## src/rtl/ihpsg13_bist_pkg.sv

```systemverilog
// ---------------------------------------------------------------------------
// ihpsg13_bist_pkg
//
// Shared definitions for the March C- BIST engine of the 512x16 1-port SRAM:
//   - bist_state_e : controller states (IDLE / RUN / FLUSH / DONE)
//   - march_op_e   : a single march operation (read/write of data0/data1)
//   - elem_desc_t  : one march element (direction, first op, second op)
//   - elem_desc()  : the six-entry March C- element table
//   - small helpers that classify an op (read, write, data polarity)
// ---------------------------------------------------------------------------
package ihpsg13_bist_pkg;

    typedef enum logic [1:0] {
        ST_IDLE  = 2'd0,
        ST_RUN   = 2'd1,
        ST_FLUSH = 2'd2,
        ST_DONE  = 2'd3
    } bist_state_e;

    localparam int NUM_ELEM = 6;

    typedef logic [2:0] elem_idx_t;

    // Element index one past the last element: all ops have been issued.
    localparam elem_idx_t ELEM_END = elem_idx_t'(NUM_ELEM);

    // R0/W0 use data0 (the background), R1/W1 use data1 = ~data0.
    typedef enum logic [2:0] {
        OP_NONE = 3'd0,
        OP_R0   = 3'd1,
        OP_R1   = 3'd2,
        OP_W0   = 3'd3,
        OP_W1   = 3'd4
    } march_op_e;

    typedef struct packed {
        logic      down;   // 1: address N-1..0, 0: address 0..N-1
        march_op_e op0;    // first op at each address
        march_op_e op1;    // second op at each address (OP_NONE if single-op)
    } elem_desc_t;

    // March C-: up(w0) up(r0,w1) up(r1,w0) down(r0,w1) down(r1,w0) up(r0)
    function automatic elem_desc_t elem_desc(input elem_idx_t idx);
        elem_desc_t d;
        d.down = 1'b0;
        d.op0  = OP_NONE;
        d.op1  = OP_NONE;
        case (idx)
            3'd0: begin d.down = 1'b0; d.op0 = OP_W0; d.op1 = OP_NONE; end
            3'd1: begin d.down = 1'b0; d.op0 = OP_R0; d.op1 = OP_W1;   end
            3'd2: begin d.down = 1'b0; d.op0 = OP_R1; d.op1 = OP_W0;   end
            3'd3: begin d.down = 1'b1; d.op0 = OP_R0; d.op1 = OP_W1;   end
            3'd4: begin d.down = 1'b1; d.op0 = OP_R1; d.op1 = OP_W0;   end
            3'd5: begin d.down = 1'b0; d.op0 = OP_R0; d.op1 = OP_NONE; end
            default: begin d.down = 1'b0; d.op0 = OP_NONE; d.op1 = OP_NONE; end
        endcase
        return d;
    endfunction

    function automatic logic elem_down(input elem_idx_t idx);
        elem_desc_t d;
        d = elem_desc(idx);
        return d.down;
    endfunction

    function automatic logic op_is_read(input march_op_e op);
        return (op == OP_R0) || (op == OP_R1);
    endfunction

    function automatic logic op_is_write(input march_op_e op);
        return (op == OP_W0) || (op == OP_W1);
    endfunction

    // 1 when the op uses data1 (inverted background).
    function automatic logic op_pol(input march_op_e op);
        return (op == OP_R1) || (op == OP_W1);
    endfunction

endpackage

```

## src/rtl/ihpsg13_bist_cmp.sv

```systemverilog
// ---------------------------------------------------------------------------
// ihpsg13_bist_cmp
//
// Read-data checker for the March C- BIST engine. The SRAM returns read data
// the cycle after the read edge, so the expected data and address of each
// read are held in a one-stage pipeline and compared against A_DOUT on the
// following edge. The first miscompare of a run is captured; later ones only
// keep FAIL asserted.
//
// Ports:
//   clk, rst    : BIST clock, asynchronous active-high reset
//   clear       : start of a run; clears pipeline and all fail status
//   rd_valid    : a read is being presented to the SRAM this cycle
//   rd_addr     : address of that read
//   rd_exp      : data that read is expected to return
//   dout        : SRAM read data (valid the cycle after the read edge)
//   fail        : sticky, at least one miscompare since clear
//   fail_addr   : address of the first miscompare
//   fail_bits   : dout XOR expected at the first miscompare
// ---------------------------------------------------------------------------
module ihpsg13_bist_cmp #(
    parameter int ADDR_W = 9,
    parameter int DATA_W = 16
) (
    input  logic              clk,
    input  logic              rst,
    input  logic              clear,
    input  logic              rd_valid,
    input  logic [ADDR_W-1:0] rd_addr,
    input  logic [DATA_W-1:0] rd_exp,
    input  logic [DATA_W-1:0] dout,
    output logic              fail,
    output logic [ADDR_W-1:0] fail_addr,
    output logic [DATA_W-1:0] fail_bits
);

    logic              pipe_valid_q, pipe_valid_d;
    logic [ADDR_W-1:0] pipe_addr_q,  pipe_addr_d;
    logic [DATA_W-1:0] pipe_exp_q,   pipe_exp_d;
    logic              fail_q,       fail_d;
    logic [ADDR_W-1:0] fail_addr_q,  fail_addr_d;
    logic [DATA_W-1:0] fail_bits_q,  fail_bits_d;

    logic [DATA_W-1:0] diff;
    logic              miscmp;

    always_comb begin
        diff         = dout ^ pipe_exp_q;
        miscmp       = pipe_valid_q && (diff != '0);

        pipe_valid_d = rd_valid;
        pipe_addr_d  = rd_addr;
        pipe_exp_d   = rd_exp;
        fail_d       = fail_q;
        fail_addr_d  = fail_addr_q;
        fail_bits_d  = fail_bits_q;

        if (clear) begin
            pipe_valid_d = 1'b0;
            fail_d       = 1'b0;
            fail_addr_d  = '0;
            fail_bits_d  = '0;
        end else if (miscmp) begin
            fail_d = 1'b1;
            // Only the first miscompare of the run is recorded.
            if (!fail_q) begin
                fail_addr_d = pipe_addr_q;
                fail_bits_d = diff;
            end
        end
    end

    always_ff @(posedge clk or posedge rst) begin
        if (rst) begin
            pipe_valid_q <= 1'b0;
            pipe_addr_q  <= '0;
            pipe_exp_q   <= '0;
            fail_q       <= 1'b0;
            fail_addr_q  <= '0;
            fail_bits_q  <= '0;
        end else begin
            pipe_valid_q <= pipe_valid_d;
            pipe_addr_q  <= pipe_addr_d;
            pipe_exp_q   <= pipe_exp_d;
            fail_q       <= fail_d;
            fail_addr_q  <= fail_addr_d;
            fail_bits_q  <= fail_bits_d;
        end
    end

    assign fail      = fail_q;
    assign fail_addr = fail_addr_q;
    assign fail_bits = fail_bits_q;

endmodule

```

## src/rtl/ihpsg13_sram_bist_march_ctrl.sv

```systemverilog
// ---------------------------------------------------------------------------
// ihpsg13_sram_bist_march_ctrl
//
// March C- memory-BIST engine driving the BIST port of one 1-port SRAM macro.
// A START pulse (sampled together with PAT) launches a run of 10*N single-
// cycle ops; every read is checked one cycle later by ihpsg13_bist_cmp. After
// the last read has been compared the engine sits in DONE with the pass/fail
// result until the next START.
//
// Timing, with START sampled at edge 0: op i is sampled by the SRAM at edge
// i+1, the last op at edge 10N, and DONE rises at edge 10N+1 (one FLUSH cycle
// for the final compare).
//
// Ports:
//   A_BIST_CLK, A_BIST_RST : clock, asynchronous active-high reset
//   START, PAT             : run start pulse and data background select
//   A_DOUT                 : SRAM read data
//   A_BIST_EN/MEN/WEN/REN  : BIST enable, memory enable, write, read strobes
//   A_BIST_ADDR/DIN/BM     : op address, write data, bit mask
//   BUSY, DONE             : run in progress / run finished (sticky)
//   FAIL, FAIL_ADDR, FAIL_BITS : result and first-miscompare capture
// ---------------------------------------------------------------------------
module ihpsg13_sram_bist_march_ctrl
    import ihpsg13_bist_pkg::*;
#(
    parameter int ADDR_W = 9,
    parameter int DATA_W = 16
) (
    input  logic              A_BIST_CLK,
    input  logic              A_BIST_RST,
    input  logic              START,
    input  logic              PAT,
    input  logic [DATA_W-1:0] A_DOUT,
    output logic              A_BIST_EN,
    output logic              A_BIST_MEN,
    output logic              A_BIST_WEN,
    output logic              A_BIST_REN,
    output logic [ADDR_W-1:0] A_BIST_ADDR,
    output logic [DATA_W-1:0] A_BIST_DIN,
    output logic [DATA_W-1:0] A_BIST_BM,
    output logic              BUSY,
    output logic              DONE,
    output logic              FAIL,
    output logic [ADDR_W-1:0] FAIL_ADDR,
    output logic [DATA_W-1:0] FAIL_BITS
);

    // Alternating background 0x5555... for any data width.
    function automatic logic [DATA_W-1:0] alt_pattern();
        logic [DATA_W-1:0] v;
        v = '0;
        for (int i = 0; i < DATA_W; i++) begin
            v[i] = (i % 2) == 0;
        end
        return v;
    endfunction

    localparam logic [DATA_W-1:0] ALT_BG   = alt_pattern();
    localparam logic [ADDR_W-1:0] MAX_ADDR = '1;

    // Sequencer state: elem/addr/phase point at the next op to issue.
    bist_state_e       state_q, state_d;
    elem_idx_t         elem_q,  elem_d;
    logic [ADDR_W-1:0] addr_q,  addr_d;
    logic              phase_q, phase_d;
    logic              pat_q,   pat_d;

    // Registered SRAM-side outputs and status.
    logic              men_q,     men_d;
    logic              wen_q,     wen_d;
    logic              ren_q,     ren_d;
    logic [ADDR_W-1:0] op_addr_q, op_addr_d;
    logic [DATA_W-1:0] din_q,     din_d;
    logic [DATA_W-1:0] exp_q,     exp_d;
    logic              busy_q,    busy_d;
    logic              done_q,    done_d;

    // Op-generation scratch.
    logic              issue;
    elem_idx_t         cur_elem;
    logic [ADDR_W-1:0] cur_addr;
    logic              cur_phase;
    logic              cur_pat;
    elem_desc_t        desc;
    march_op_e         op;
    logic [DATA_W-1:0] bg;
    logic [DATA_W-1:0] op_data;
    logic              at_end;
    elem_idx_t         next_elem;
    logic              cmp_clear;

    always_comb begin
        state_d   = state_q;
        elem_d    = elem_q;
        addr_d    = addr_q;
        phase_d   = phase_q;
        pat_d     = pat_q;
        busy_d    = busy_q;
        done_d    = done_q;
        cmp_clear = 1'b0;

        issue     = 1'b0;
        cur_elem  = elem_q;
        cur_addr  = addr_q;
        cur_phase = phase_q;
        cur_pat   = pat_q;

        case (state_q)
            ST_IDLE, ST_DONE: begin
                if (START) begin
                    state_d   = ST_RUN;
                    busy_d    = 1'b1;
                    done_d    = 1'b0;
                    cmp_clear = 1'b1;
                    pat_d     = PAT;
                    // The first op goes out on the START edge itself so the
                    // SRAM samples it one edge later.
                    issue     = 1'b1;
                    cur_elem  = '0;
                    cur_addr  = '0;
                    cur_phase = 1'b0;
                    cur_pat   = PAT;
                end
            end
            ST_RUN: begin
                if (elem_q == ELEM_END) begin
                    state_d = ST_FLUSH;
                end else begin
                    issue = 1'b1;
                end
            end
            ST_FLUSH: begin
                // The last read's data is compared on this edge.
                state_d = ST_DONE;
                busy_d  = 1'b0;
                done_d  = 1'b1;
            end
            default: begin
                state_d = ST_IDLE;
            end
        endcase

        desc      = elem_desc(cur_elem);
        op        = cur_phase ? desc.op1 : desc.op0;
        bg        = cur_pat ? ALT_BG : '0;
        op_data   = op_pol(op) ? ~bg : bg;
        at_end    = desc.down ? (cur_addr == '0) : (cur_addr == MAX_ADDR);
        next_elem = cur_elem + 3'd1;

        men_d     = issue;
        wen_d     = issue && op_is_write(op);
        ren_d     = issue && op_is_read(op);
        op_addr_d = issue ? cur_addr : '0;
        din_d     = wen_d ? op_data : '0;
        exp_d     = ren_d ? op_data : '0;

        if (issue) begin
            if (!cur_phase && (desc.op1 != OP_NONE)) begin
                // Second op at the same address.
                elem_d  = cur_elem;
                addr_d  = cur_addr;
                phase_d = 1'b1;
            end else begin
                phase_d = 1'b0;
                if (at_end) begin
                    // Wrap to the start address of the next element.
                    elem_d = next_elem;
                    addr_d = elem_down(next_elem) ? MAX_ADDR : '0;
                end else begin
                    elem_d = cur_elem;
                    addr_d = desc.down ? (cur_addr - ADDR_W'(1))
                                       : (cur_addr + ADDR_W'(1));
                end
            end
        end
    end

    always_ff @(posedge A_BIST_CLK or posedge A_BIST_RST) begin
        if (A_BIST_RST) begin
            state_q   <= ST_IDLE;
            elem_q    <= '0;
            addr_q    <= '0;
            phase_q   <= 1'b0;
            pat_q     <= 1'b0;
            men_q     <= 1'b0;
            wen_q     <= 1'b0;
            ren_q     <= 1'b0;
            op_addr_q <= '0;
            din_q     <= '0;
            exp_q     <= '0;
            busy_q    <= 1'b0;
            done_q    <= 1'b0;
        end else begin
            state_q   <= state_d;
            elem_q    <= elem_d;
            addr_q    <= addr_d;
            phase_q   <= phase_d;
            pat_q     <= pat_d;
            men_q     <= men_d;
            wen_q     <= wen_d;
            ren_q     <= ren_d;
            op_addr_q <= op_addr_d;
            din_q     <= din_d;
            exp_q     <= exp_d;
            busy_q    <= busy_d;
            done_q    <= done_d;
        end
    end

    // The read presented now is sampled at the next edge; its data is
    // compared one edge after that inside the checker.
    ihpsg13_bist_cmp #(
        .ADDR_W (ADDR_W),
        .DATA_W (DATA_W)
    ) u_cmp (
        .clk       (A_BIST_CLK),
        .rst       (A_BIST_RST),
        .clear     (cmp_clear),
        .rd_valid  (ren_q),
        .rd_addr   (op_addr_q),
        .rd_exp    (exp_q),
        .dout      (A_DOUT),
        .fail      (FAIL),
        .fail_addr (FAIL_ADDR),
        .fail_bits (FAIL_BITS)
    );

    assign A_BIST_EN   = busy_q;
    assign A_BIST_MEN  = men_q;
    assign A_BIST_WEN  = wen_q;
    assign A_BIST_REN  = ren_q;
    assign A_BIST_ADDR = op_addr_q;
    assign A_BIST_DIN  = din_q;
    assign A_BIST_BM   = {DATA_W{busy_q}};
    assign BUSY        = busy_q;
    assign DONE        = done_q;

endmodule

```

## config.mk

```make
export PLATFORM = sky130hd
export DESIGN_NAME = ihpsg13_sram_bist_march_ctrl
export DESIGN_NICKNAME = d
export VERILOG_FILES = /design/src/rtl/ihpsg13_bist_pkg.sv /design/src/rtl/ihpsg13_bist_cmp.sv /design/src/rtl/ihpsg13_sram_bist_march_ctrl.sv
export SDC_FILE = /design/constraint.sdc
export NUM_CORES = 1
export LEC_CHECK = 0
export ABC_AREA = 0
export BUFFER_PORTS_ARGS = -buffer_cell sky130_fd_sc_hd__buf_2
export CAP_MARGIN = 25
export CELL_PAD_IN_SITES_DETAIL_PLACEMENT = 1
export CELL_PAD_IN_SITES_GLOBAL_PLACEMENT = 1
export CORE_MARGIN = 4
export CORE_UTILIZATION = 42
export CTS_CLUSTER_SIZE = 20
export DETAILED_ROUTE_END_ITERATION = 8
export GPL_ROUTABILITY_DRIVEN = 0
export PLACE_DENSITY_LB_ADDON = 0.3
export REMOVE_ABC_BUFFERS = 1
export SLEW_MARGIN = 15
export SYNTH_ARGS = -nofsm -noshare
export SYNTH_HDL_FRONTEND = slang
export SYNTH_SLANG_ARGS = --single-unit
export TNS_END_PERCENT = 10
```

## constraint.sdc

```tcl
create_clock -name A_BIST_CLK -period 4.59 [get_ports A_BIST_CLK]
set_input_delay 0.6885 -clock A_BIST_CLK [delete_from_list [all_inputs] [get_ports A_BIST_CLK]]
set_output_delay 0.6885 -clock A_BIST_CLK [all_outputs]
set_load 0.005 [all_outputs]
```

==> results of run 1 <==
-- power by group --
part	internal, W	switching (W)
clock	0.000205	0.000275
sequential	0.000703	0.0000914
combinational	0.000316	0.000547
-- per-stage QoR --
step,area [um2],utilization,total power [W],worst slack (ps)
final,4660,0.477,0.00214,490
after global routing,4660,0.477,0.00228,171
after CTS,4660,0.477,0.00216,475
after detailed placement,4480,0.458,0.00167,483
after global placement,4480,0.458,0.00164,710
after floorplan,3800,-,0.00131,387
-- placed cells by master (no fill, tap or decap), drive strengths merged, types with 2 or more instances in the layout --
master and instances:
a211o 2, a211oi 17, a21bo 2, a21o 3, a21oi 23, a221o 2, a221oi 3, a22o 2
a311oi 3, a31oi 6, and2 8, and3 4, buf 97, clkbuf 9, clkinvlp 3, dfrtp 72
ha 11, inv 20, mux2i 18, nand2 28, nand2b 3, nand3 11, nand4 7, nor2 37
nor2b 2, nor3 12, nor4 8, o211ai 2, o21a 2, o21ai 10, or3 5, or4 5
xnor2 21
-- routing by layer --
metal | global-route usage | up-vias | wire length, um
li1 | - | 1573 | -
met4 | 0.0586 | 0 | 184
met3 | 0.0496 | 21 | 618
met5 | 0 | - | 0
met1 | 0.241 | 1670 | 4700
met2 | 0.335 | 97 | 5400
-- state kept, by name, summed over array words and instances, names as in the netlist, 2 cells and up --
signal,count
A_BIST_DIN,2
u_cmp.pipe_exp_q,2
elem_q,3
u_cmp.fail_addr,9
exp_q,2
u_cmp.fail_bits,16
A_BIST_ADDR,9
u_cmp.pipe_addr_q,9
state_q,2
addr_q,9
-- path summary, 6_finish.rpt --
| kind | from | endpoint | slack [ps] |
|---|---|---|---|
| hold / removal | exp_q[14]$_DFF_PP0_ | u_cmp.pipe_exp_q[14]$_DFF_PP0_ | 360 |
| setup / recovery | state_q[0]$_DFFE_PP0P_ | addr_q[8]$_DFFE_PP0P_ | 490 |
| hold reg to reg | exp_q[14]$_DFF_PP0_ | u_cmp.pipe_exp_q[14]$_DFF_PP0_ | 360 |
| max in group asynchronous | A_BIST_RST | addr_q[5]$_DFFE_PP0P_ | 3110 |
| min in group asynchronous | A_BIST_RST | u_cmp.fail_bits[7]$_DFFE_PP0P_ | 510 |
| setup reg to reg | state_q[0]$_DFFE_PP0P_ | addr_q[8]$_DFFE_PP0P_ | 490 |
-- kinds of logic after synthesis --
family | after synthesis
compound gates | 92
fa+ha+maj | 11
flops | 72
buf+inv | 71
mux | 19
simple gates | 134
xor+xnor | 21
-- critical path, cell delays in order, from the launching register on --
cell and delay, ps:
dfrtp_1 390, inv_1 60, ha_1 410, nand2_1 150, and2_1 240, ha_1 240, ha_1 260, nor4_2 440
a221oi_4 150, xnor2_1 210, ha_1 350, and3_2 280, nand2_1 100, a21oi_4 170, mux2i_1 90, a2111o_1 400
nand3_1 70
-- final cells by class --
type / count / area (um2) / area share
clock buffers: 9 / 124 / 0.0266
clock inverters: 7 / 60.1 / 0.0129
inverters: 16 / 60.1 / 0.0129
multi-input cells: 277 / 1950 / 0.418
flip-flops and latches: 72 / 1800 / 0.387
well taps: 133 / 166 / 0.0357
repair buffers: 97 / 498 / 0.107
==> out/metrics.csv, run 1 <==
stage;metric;value;unit
run_status;outcome;finished, final reports clean;
sta;final-hold-violation-count;0;
global_routing;track_usage;0.195;
sta;finalCriticalPeriod;4100;ps
cts;cts_num_sinks;72;
sta;relSlewSlack;0.413;
cts;clockBufferDepth;2;
sta;fin_skew;12.0;ps
synthesis;yosysMostFrequentCell;dfrtp_1;
detailed_routing;dr.pass1.iters;4;
floorplanning;ios;93;
synthesis;synth.top_cell.area_share;0.428;
cts;clock_latency;360;ps
cts;postCtsSetupRepairBufs;0;
layout;area_delta_synth_final;10.6;%
cts;root_buffer;clkbuf_8;
synthesis;synth_common_cells;dfrtp_1 (72), nor2_1 (36), buf_4 (31), nand2_1 (27);
worst_setup_path;crit_path_end_kind;flop;
worst_setup_path;worstSetupPathType;flop to flop;
worst_hold_path;holdCritPathClass;flop to flop;
cts;cts_tree;done;
layout;num-fill-cells;1163;
layout;num_antenna_cells;0;
layout;drive_gt1_frac;0.289;
layout;nNetsFinal;504;
synthesis;synth_area;4210;um2
detailed_routing;initialDrtViolationCount;214;
synthesis;ys.flop_type;dfrtp_1;
sta;finalSetupTns;0;ps
cts;cts_buffers;9;
sta;tightest_slew;878;ps
synthesis;avgSynthCellArea;10.0;um2
synthesis;synth_compound_area_frac;0.169;
global_routing;grt_pass1_vias;3414;
synthesis;synth.area.top_cells;dfrtp_1 (43%), buf_4 (5.5%), xnor2_1 (4.4%);
synthesis;synth-simple-area-share;0.168;
sta;rsz0062_at_grt;no;
synthesis;synth_seq_cells;72;
sta;setup_viol;0;
global_routing;grt_max_degree;43;
synthesis;synth_edf_count;0;
sta;period_share;0.893;
placed_design;dp.cells;595;
worst_hold_path;hold-path-cell-count;0;
worst_setup_path;worstPathRequired;4880;ps
global_routing;grt_pass1_wl;17700;um
pwr;leakagePower;2.19;nW
synthesis;async_flop_share;1.00;
detailed_routing;vias_per_cell;5.50;
placed_design;dpl.hpwl;8020;um
cts;holdBufCountCts;0;
synthesis;synth_top_family_by_area;compound AO/OA/AOI/OAI gates;
run;max-cap-violations;0;
pwr;p_per_area;459;nW/um2
detailed_routing;wirelength;10900;um
worst_setup_path;cp_max_fo;9;
layout;instances_no_fill;611;
synthesis;ys_seq_area_frac;0.428;
cts;cts.repair.resized;0;
global_routing;antenna_found_initial;0;
floorplanning;dieArea;11700;um2
synthesis;synthMuxAreaShare;0.0463;
detailed_routing;vias;3361;
floorplanning;die_x;108;um
detailed_routing;drc_errors;0;
synthesis;synth_fa_ha_area_frac;0.0327;
sta;fmax;244;MHz
cts;htree_levels;3;
sta;holdWs;360;ps
sta;report.final.slew_viol_count;0;
synthesis;synth.distinct_cells;76;
synthesis;syn_inst;420;
cts;clk_pin_slew;80;ps
worst_setup_path;reg2reg_depth;16;
synthesis;synthXorXnorAreaFrac;0.0437;
pwr;ir_drop;0.379;mV
placed_design;port_buffers;92;
global_routing;grt-ovfl-total;0;
worst_setup_path;cp_data_arrival_time;4390;ps
detailed_routing;drtAntennaViolNets;0;
floorplanning;core;9770;um2
synthesis;synth_top_cell_by_area;dfrtp_1;
floorplanning;initial_core_util;0.431;
floorplanning;fp-row-count;36;
detailed_routing;wl_per_cell;17.8;um
floorplanning;die_h;108;um
synthesis;ys_warn_count;0;
worst_setup_path;start_kind;flop;
(Power assumes the default switching activity.)
==> run 2, diff against run 1 <==
--- a/config.mk
+++ b/config.mk
@@ -11,7 +11,7 @@
 export CELL_PAD_IN_SITES_DETAIL_PLACEMENT = 1
 export CELL_PAD_IN_SITES_GLOBAL_PLACEMENT = 1
 export CORE_MARGIN = 4
-export CORE_UTILIZATION = 42
+export CORE_UTILIZATION = 45
 export CTS_CLUSTER_SIZE = 20
 export DETAILED_ROUTE_END_ITERATION = 8
 export GPL_ROUTABILITY_DRIVEN = 0
==> constraint.sdc (replaced) <==
create_clock -name A_BIST_CLK -period 4.85 [get_ports A_BIST_CLK]
set_input_delay 0.7275 -clock A_BIST_CLK [delete_from_list [all_inputs] [get_ports A_BIST_CLK]]
set_output_delay 0.7275 -clock A_BIST_CLK [all_outputs]
set_load 0.005 [all_outputs]
==> out/metrics.csv, run 2 (same netlist as run 1, synthesis figures left out) <==
stage;metric;value;unit
run_status;outcome;finished, final reports clean;
sta;holdWs;349;ps
detailed_routing;dr.pass1.iters;4;
layout;fin_util;0.510;
worst_setup_path;reg2reg_depth;15;
floorplanning;initial_core_util;0.458;
cts;cts.repair.resized;0;
detailed_routing;drc_errors;0;
cts;root_buffer;clkbuf_8;
detailed_routing;vias_per_cell;5.81;
detailed_routing;wirelength;11100;um
detailed_routing;vias;3423;
placed_design;dpl.hpwl;7960;um
global_routing;track_usage;0.209;
cts;postCtsSetupRepairBufs;0;
floorplanning;die_h;105;um
worst_hold_path;holdCritPathClass;flop to flop;
worst_hold_path;hp-start;exp_q[14]$_DFF_PP0_;
sta;finalSetupTns;0;ps
floorplanning;fp-row-count;35;
detailed_routing;drtAntennaViolNets;0;
sta;rsz0062_at_grt;no;
run;max-cap-violations;0;
sta;fin_skew;13.7;ps
sta;setup_viol;0;
cts;cts_num_sinks;72;
sta;worst_slack;710;ps
pwr;p_per_area;450;nW/um2
worst_setup_path;r2r_setup_slack;710;ps
cts;clockBufferDepth;2;
layout;largest_reg_flops;16;
placed_design;dpl_worst_slack;726;ps
worst_setup_path;crit_path_end_kind;flop;
sta;finalCriticalPeriod;4140;ps
floorplanning;die_x;105;um
worst_setup_path;crit-reg2reg-launch;state_q[0]$_DFFE_PP0P_;
global_routing;grt_pass1_wl;18500;um
detailed_routing;wl_per_cell;18.9;um
worst_setup_path;start_kind;flop;
pwr;leakagePower;2.22;nW
pwr;ir_drop;0.328;mV
worst_hold_path;hold-path-cell-count;0;
sta;report.final.slew_viol_count;0;
worst_setup_path;rr_endpoint;addr_q[4]$_DFFE_PP0P_;
sta;period_share;0.854;
layout;area_delta_synth_final;11.3;%
layout;layout_common_cells;buf_2 (92), dfrtp_1 (72), nor2_1 (36);
floorplanning;core;9200;um2
layout;num_antenna_cells;0;
cts;cts_buffers;9;
worst_setup_path;cp_data_arrival_time;4380;ps
placed_design;port_buffers;92;
worst_setup_path;worstSetupPathType;flop to flop;
worst_setup_path;worstPathRequired;5090;ps
global_routing;grt_max_degree;35;
layout;nNetsFinal;504;
cts;clk_pin_slew;90;ps
worst_hold_path;whs_endpoint;u_cmp.pipe_exp_q[14]$_DFF_PP0_;
floorplanning;dieArea;11000;um2
floorplanning;ios;93;
cts;holdBufCountCts;0;
sta;fmax;242;MHz
cts;cts_tree;done;
global_routing;grt-ovfl-total;0;
sta;final-hold-violation-count;0;
global_routing;grt_pass1_vias;3497;
sta;relSlewSlack;0.461;
pwr;power;0.00211;W
sta;tightest_slew;808;ps
worst_setup_path;cp_max_fo;9;
global_routing;antenna_found_initial;0;
cts;clock_latency;350;ps
detailed_routing;initialDrtViolationCount;222;
layout;drive_gt1_frac;0.289;
layout;final_common_cell;buf_2;
cts;htree_levels;3;
## run 2: changes by cell type in the layout (fill, tap and decap cells not counted)
cell and delta:
inv_8 -1, buf_12 +1, bufinv_16 +2, inv_6 -2
clkinv_4 +4, clkinvlp_4 -3, buf_4 -1
## run 2: worst max-delay path, cell delays in order (launching register included)
cell and delay (ps):
dfrtp_1 400, inv_1 60, ha_1 430, nand2_1 140, and2_1 240, inv_1 120, ha_1 370, nor2b_4 80
a221oi_4 530, xnor2_1 200, ha_1 350, and3_2 290, nand2_1 80, a32o_1 280, a211o_1 290, a22o_1 170
## run 2: where the power goes
group	leakage, nW	total (W)	switching, W	internal (W)
clock network	0.114	0.000547	0.000252	0.000295
registers	0.983	0.000756	0.0000910	0.000665
logic	1.13	0.000806	0.000512	0.000293
total	2.22	0.00211	0.000855	0.00125
## run 2: worst max-delay path by stage
stage	from	end	slack, ps
after floorplan	state_q[0]$_DFFE_PP0P_	addr_q[8]$_DFFE_PP0P_	650
after global placement	START	addr_q[4]$_DFFE_PP0P_	980
after detailed placement	START	addr_q[4]$_DFFE_PP0P_	730
after CTS	state_q[0]$_DFFE_PP0P_	addr_q[4]$_DFFE_PP0P_	730
after global routing	state_q[0]$_DFFE_PP0P_	addr_q[8]$_DFFE_PP0P_	470
final	state_q[0]$_DFFE_PP0P_	addr_q[4]$_DFFE_PP0P_	710
## run 2: cell type report
| class | count | area, um2 |
|---|---|---|
| clock buffers | 9 | 124 |
| multi-input cells | 277 | 1950 |
| flip-flops and latches | 72 | 1800 |
| inverters | 16 | 60.1 |
| repair buffers | 97 | 510 |
| clock inverters | 7 | 104 |
| fillers | 1068 | 4510 |
| well taps | 111 | 139 |
## run 2: metal layers
layer	global-route usage	up-vias	part of all wire
li1	-	1570	-
met1	0.270	1704	0.42
met2	0.341	116	0.49
met3	0.0500	33	0.054
met4	0.0740	0	0.027
met5	0	-	0
## run 2: stage by stage
| step | instances | cell area (um2) |
|---|---|---|
| finish | 589 | 4690 |
| global route | 589 | 4690 |
| global placement | 572 | 4440 |
| floorplan | 365 | 3800 |
| CTS | 589 | 4690 |
| detailed placement | 573 | 4460 |
